$ cat config.mk
export PLATFORM = sky130hd
export DESIGN_NAME = csa_nibble_serial_adder
export DESIGN_NICKNAME = d
export VERILOG_FILES = /design/src/rtl/csa_nibble_serial_adder.sv
export SDC_FILE = /design/constraint.sdc
export NUM_CORES = 1
export LEC_CHECK = 0
export ABC_CLOCK_PERIOD_IN_PS = 9050
export BUFFER_PORTS_ARGS = -buffer_cell sky130_fd_sc_hd__buf_2
export CORE_ASPECT_RATIO = 1.25
export CORE_MARGIN = 2
export CORE_UTILIZATION = 52
export CTS_BUF_LIST = sky130_fd_sc_hd__clkbuf_16
export DETAILED_ROUTE_END_ITERATION = 6
export HOLD_SLACK_MARGIN = 0.03
export PLACE_DENSITY = 0.8
export SLEW_MARGIN = 0
export SYNTH_ARGS = -nofsm -noshare
export SYNTH_HDL_FRONTEND = slang
export SYNTH_SLANG_ARGS = --single-unit
export TNS_END_PERCENT = 1
$ cat constraint.sdc
create_clock -name clk -period 9.05 [get_ports clk]
set_input_delay 0.905 -clock clk [delete_from_list [all_inputs] [get_ports clk]]
set_output_delay 0.905 -clock clk [all_outputs]
set_load 0.005 [all_outputs]
$ cat src/rtl/csa_nibble_serial_adder.sv
// ============================================================================
// Module   : csa_nibble_serial_adder
// Summary  : WIDTH-bit adder that reuses one 4-bit carry-select slice, one
//            nibble per clock, LSB nibble first. Optional macro SIGNED_OVF_EN
//            adds a registered signed-overflow output (ovf).
// Revision : 1.0
// ============================================================================
`default_nettype none

module csa_nibble_serial_adder #(
   parameter int WIDTH = 16
) (
   input  logic             clk,
   input  logic             rst,
   input  logic             start,
   input  logic [WIDTH-1:0] a,
   input  logic [WIDTH-1:0] b,
   input  logic             ci,
   output logic             busy,
   output logic             done,
   output logic [WIDTH-1:0] sum,
   output logic             co
`ifdef SIGNED_OVF_EN
  ,output logic             ovf
`endif
);

   localparam int NIBBLES = WIDTH / 4;
   localparam int IDXW    = (NIBBLES > 1) ? $clog2(NIBBLES) : 1;

   localparam logic [1:0] S_IDLE = 2'd0;
   localparam logic [1:0] S_RUN  = 2'd1;
   localparam logic [1:0] S_DONE = 2'd2;

   logic [1:0]       state_q, state_d;
   logic [IDXW-1:0]  idx_q;
   logic             carry_q;
   logic [WIDTH-1:0] a_q, b_q;
   logic [WIDTH-1:0] sum_q, sum_d;
   logic             co_q;

   logic [3:0]       a_nib, b_nib;
   logic [4:0]       slice_s0, slice_s1, slice_s;
   logic             w_accept;
   logic             w_last;

   assign w_accept = start && ((state_q == S_IDLE) || (state_q == S_DONE));
   assign w_last   = (idx_q == IDXW'(NIBBLES - 1));

   // Operand nibble selection for the current pass
   always_comb begin
      a_nib = 4'h0;
      b_nib = 4'h0;
      for (int n = 0; n < NIBBLES; n++) begin
         if (idx_q == IDXW'(n)) begin
            a_nib = a_q[4*n +: 4];
            b_nib = b_q[4*n +: 4];
         end
      end
   end

   // Carry-select slice: both carry-in cases precomputed, registered carry picks one
   assign slice_s0 = {1'b0, a_nib} + {1'b0, b_nib};
   assign slice_s1 = slice_s0 + 5'd1;
   assign slice_s  = carry_q ? slice_s1 : slice_s0;

   always_comb begin
      sum_d = sum_q;
      for (int n = 0; n < NIBBLES; n++) begin
         if (idx_q == IDXW'(n)) begin
            sum_d[4*n +: 4] = slice_s[3:0];
         end
      end
   end

   // State register
   always_ff @(posedge clk) begin
      if (rst) begin
         state_q <= S_IDLE;
      end else begin
         state_q <= state_d;
      end
   end

   // Next-state logic
   always_comb begin
      state_d = state_q;
      case (state_q)
         S_IDLE:  state_d = start ? S_RUN : S_IDLE;
         S_RUN:   state_d = w_last ? S_DONE : S_RUN;
         S_DONE:  state_d = start ? S_RUN : S_IDLE;
         default: state_d = S_IDLE;
      endcase
   end

   // Output logic
   always_comb begin
      busy = (state_q == S_RUN);
      done = (state_q == S_DONE);
   end

   // Datapath registers
   always_ff @(posedge clk) begin
      if (rst) begin
         idx_q   <= '0;
         carry_q <= 1'b0;
         a_q     <= '0;
         b_q     <= '0;
         sum_q   <= '0;
         co_q    <= 1'b0;
      end else if (w_accept) begin
         idx_q   <= '0;
         carry_q <= ci;
         a_q     <= a;
         b_q     <= b;
      end else if (state_q == S_RUN) begin
         sum_q   <= sum_d;
         carry_q <= slice_s[4];
         idx_q   <= idx_q + IDXW'(1);
         if (w_last) begin
            co_q <= slice_s[4];
         end
      end
   end

   assign sum = sum_q;
   assign co  = co_q;

`ifdef SIGNED_OVF_EN
   logic ovf_q;

   // Final slice nibble bit 3 is the MSB of the completed sum
   always_ff @(posedge clk) begin
      if (rst) begin
         ovf_q <= 1'b0;
      end else if (!w_accept && (state_q == S_RUN) && w_last) begin
         ovf_q <= (a_q[WIDTH-1] == b_q[WIDTH-1]) && (slice_s[3] != a_q[WIDTH-1]);
      end
   end

   assign ovf = ovf_q;
`endif

endmodule

`default_nettype wire

# Word-level counts from Yosys, hierarchy flattened

Cells that the tools add are included.

Shifts and indexed selects: 0
Bitwise operators: 1
Divide/modulo/power cells: 0
Reductions and logical operators: 11
Muxes and demuxes: 14
Magnitude comparators: 0
Add/subtract/negate cells: 3
Equality and inequality tests: 5
Multiply operators: 0

Operators with widths:

| operator                                      | number |
|---|---|
| 2-to-1 mux 4 bit                              | 8 |
| AND reduction 3 bit                           | 4 |
| == test 2 bit, second input constant          | 3 |
| adder 4 x 4 -> 5 bit                          | 1 |
| adder 5 x 1 -> 5 bit, second input constant   | 1 |
| 2-to-1 mux 5 bit                              | 1 |
| == test 2 x 1 -> 1 bit, second input constant | 2 |
| logical NOT 2 bit                             | 2 |
| case mux 2 bit (2 select lines)               | 1 |
| OR reduction 2 bit                            | 2 |
| 2-to-1 mux 1 bit                              | 3 |
| adder 2 x 1 -> 2 bit, second input constant   | 1 |
| 2-to-1 mux 2 bit                              | 1 |
| nonzero test 2 bit                            | 1 |
| logical AND 1 bit                             | 1 |
| logical OR 1 bit                              | 1 |
| inverter 1 bit                                | 1 |

Bits in writable memories: 0
Word-level logic and storage cells: 44
Bits in read-only memories: 0
Bits in latches: 0
Output and inout bits: 19
Bits in registers: 54
Memories kept: 0

# Longest topological paths before layout

Word-level depth: 10
Depth in mapped cells: 16
Mapped depth without buffers: 15

# Worst setup path after synthesis

OpenSTA, ideal clock, no wires.

Path type: register to register
From: register idx_q[1]
To: register carry_q
Data required time: 8947 ps
Stages on the path, launching flop included: 17
Setup slack: 5914 ps
Setup time: 103 ps
Clock period less this slack: 3136 ps
Path buffers: 1
Arrival: 3033 ps
Cells stage by stage: dfxtp_1 inv_1 ha_1 clkbuf_1 nand3b_1 a21oi_1 a21oi_1 o21ai_0 ha_1 inv_1 fa_1 inv_1 ha_1 nand2_1 nor4_4 xnor2_1 a2111oi_2

Cells in the longest elaborated chain, start to end: 10
Elaborated cells on any way between the ends: 17
Those cells by class: 2 x add/sub; 3 x eq/ne; 11 x mux; 1 x reduce/logical

Ends and longest elaborated chain:

| element                       | RTL line | RTL |
|---|---|---|
| start: declaration            | 36       | `logic [IDXW-1:0] idx_q;` |
| start signal: assignment      | 119      | `idx_q <= idx_q + IDXW'(1);` |
| logical NOT 2 bit             | 55       | `if (idx_q == IDXW'(n)) begin` |
| 2-to-1 mux 4 bit (4 in a row) | 55       |  |
| adder 4 x 4 -> 5 bit (*)      | 63       | `assign slice_s0 = {1'b0, a_nib} + {1'b0, b_nib};` |
| adder 5 x 1 -> 5 bit          | 64       | `assign slice_s1 = slice_s0 + 5'd1;` |
| 2-to-1 mux 5 bit (*)          | 65       | `assign slice_s = carry_q ? slice_s1 : slice_s0;` |
| 2-to-1 mux 1 bit (*)          | 116      | `end else if (state_q == S_RUN) begin` |
| 2-to-1 mux 1 bit (*)          | 111      | `end else if (w_accept) begin` |
| end signal: assignment        | 113      | `carry_q <= ci;` |
| end signal: assignment        | 118      | `carry_q <= slice_s[4];` |
| end: declaration              | 37       | `logic carry_q;` |

Mark *: on every way between the ends. The rest lies on a longest branch, timed or not. The select of a mux whose other input is x is not followed.
A chain may end at the register's enable or synchronous reset.

# Worst setup path after layout

Ends and elaborated chain as after synthesis.

==> impl_metrics.toml <==
[run_status]
status = "complete, no violations"

[worst_setup_path]
required_ps = 9230
path_max_fanout = 17
critPathArrivalTime_ps = 3560
critPathCaptureType = "register"
timing.rr.start = "idx_q[1]"
startpoint_type = "register"
reg2reg_slack_ps = 5670
cp-startpoint = "idx_q[1]"
r2r-end = "carry_q"
r2r_cells = 15
critical_path_class = "register to register"

[clock_network]
cts_buffer_depth = 2
cts_root_buffer = "clkbuf_16"
cts_tree = "yes"
clk_latency_ps = 290
path_clk_slew_ps = 60
cts_setup_buffers = 0
htree_levels = 2
cts_resized = 0
clock_sinks = 54
numCtsBuffers = 5
holdBufCountCts = 0

[yosys]
synth_fa_ha_area_share_pct = 5.411
avgSynthCellArea_um2 = 7.757
synth_cells = 316
synth.distinct_cells = 24
ys_seq_area_share_pct = 44.10
synth_top_family_by_area = "simple AND/OR/NAND/NOR gates"
synth_area_mm2 = 0.002451
synth-compound-area-share_pct = 19.09
synth_nets = 362
ys_warn_count = 0
synth_mux_area_share_pct = 0
synth_xor_xnor_area_share_pct = 2.144
ys_seq_elements = 54
yosys.area_share.simple_pct = 24.50

[sta]
setup_viol = 0
fmax_mhz = 296.0
finalHoldViolations = 0
fin_setup_tns_ps = 0
fin_ws_ps = 5671
rsz0062_at_grt = "no"
finalCriticalPeriod_ps = 3379
fin_crit_sh_pct = 37.33
slew_viol_final = 0
worst_slew_pin_slew_ps = 937.4
relSlewSlack_pct = 37.51
finClkSkew_ps = 5.220
worst_hold_slack_ps = 458.8

[global_routing]
grt_pass1_wl_um = 8687
antenna_found_initial = 0
grt_use_met3_pct = 4.294
grt_usage_pct = 21.19
grt_start_max_net_pins = 55
first_global_vias = 1955
busiest_layer = "met2"
grt.met2_usage_pct = 36.84
use_met1_pct = 25.61
grt_overflow = 0

[route]
postRouteAntennaNets = 0
vias = 2185
drt-initial-drc-count = 90
post_drt_wl_per_cell_um = 12.50
dr.pass1.iters = 4
drt_wl_total_um = 5163
vias_per_cell = 5.291
drc = 0

[place]
place_ws_ps = 5686
port_buffers = 54
gp_congestion = 0.8626
place_hpwl_um = 3733

[finish]
layout-drive-gt1-share_pct = 18.87
final_common_cell = "nand2_1"
fin_util_pct = 64.06
layout.nets = 400
final_cell_mix = "nand2_1, dfxtp_1, buf_2"
antenna_cells = 0
synthToLayoutAreaGrowth_pct = 16.54

[min_path]
min-delay-start = "b_q[5]"
holdPathStages = 2
worst_hold_path.endpoint = "b_q[5]"
hold_path.class = "register to register"

[floorplan]
core-area_mm2 = 0.004459
initial_core_util_pct = 54.97
die_area_mm2 = 0.005282
placementRows = 27
ios = 55
die-width_um = 65.41
die_y_um = 80.76

[power]
power_density_mw_per_mm2 = 179.9
vdd_drop_max_v = 0.00008740
total_leakage_power_nw = 1.171
power.total_uw = 513.9

[run]
drv_cap = 0
cells in the mapped netlist:
cell type,instances,share of area [%]
buf_2,3,0.61
nand2_1,82,13
inv_1,5,0.77
dfxtp_1,54,44
nand3b_1,10,3.1
fa_1,1,0.82
nand2b_1,2,0.51
xor2_1,1,0.36
xnor2_1,5,1.8
clkbuf_1,22,3.4
a21o_1,2,0.61
nor4_4,1,0.87
nor3_1,4,0.82
nor2_1,24,3.7
ha_1,9,4.6
a2111oi_2,1,0.61
nand3_1,2,0.41
nor3b_1,1,0.31
a211oi_1,17,5.2
o21ai_0,7,1.4
and2_1,5,1.3
nor2b_1,4,1.0
a21oi_1,53,11
o21ba_2,1,0.41
flip-flops by register name (all words and copies together), names as in the netlist:
signal   flops
a_q         16
b_q         16
sum         16
idx_q        2
state_q      2
carry_q      1
co           1
critical path, cell delays in order, from the launching register on:
cell	delay, ps
dfxtp_1	350
inv_1	80
ha_1	340
nand3b_1	230
a21oi_1	150
a21oi_1	50
o21ai_0	170
ha_1	200
inv_1	60
fa_1	480
inv_1	80
ha_1	130
nand2_1	110
nor4_4	360
xnor2_1	130
a2111oi_2	340
cells by family (layout without fill, tap and decap cells):
kind of cell,Yosys count,count (layout)
flops,54,54
fa+ha+maj,10,10
simple gates,135,135
xor+xnor,6,6
compound gates,81,81
buf+inv,30,69
how the worst max path moves through the flow:
stage,endpoint,slack [ps],cells past startpoint
floorplan,carry_q,5910,16
global placement,carry_q,5850,15
detailed placement,carry_q,5690,15
global route,carry_q,5340,15
CTS,carry_q,5660,15
finish,carry_q,5670,15
where the power goes:
part	switching, mW	internal [mW]	leakage [nW]	total, mW
clock network	0.0811	0.101	0.0750	0.183
logic	0.0432	0.0298	0.655	0.0730
registers	0.00812	0.250	0.442	0.258
total	0.132	0.381	1.17	0.514
through the flow:
step           cells  instance area [um2]
2_1_floorplan    316                 2451
3_3_place_gp     405                 2714
3_5_place_dp     405                 2714
4_1_cts          413                 2856
5_1_grt          413                 2856
6_report         413                 2856
final cells by class:
| type | count | area, um2 |
|---|---|---|
| clock inverters | 3 | 17.52 |
| inverters | 5 | 18.77 |
| well taps | 58 | 72.57 |
| fillers | 428 | 1603 |
| repair buffers | 56 | 285.3 |
| multi-input cells | 232 | 1256 |
| flip-flops and latches | 54 | 1081 |
| clock buffers | 5 | 125.1 |
per-layer routing:
layer / vias to the layer above / wire [um]
met5: - / 0
met4: 0 / 98
met3: 9 / 211
met2: 50 / 2617
met1: 993 / 2236
li1: 1133 / -
Note: power is estimated with default switching activity, not from simulation.
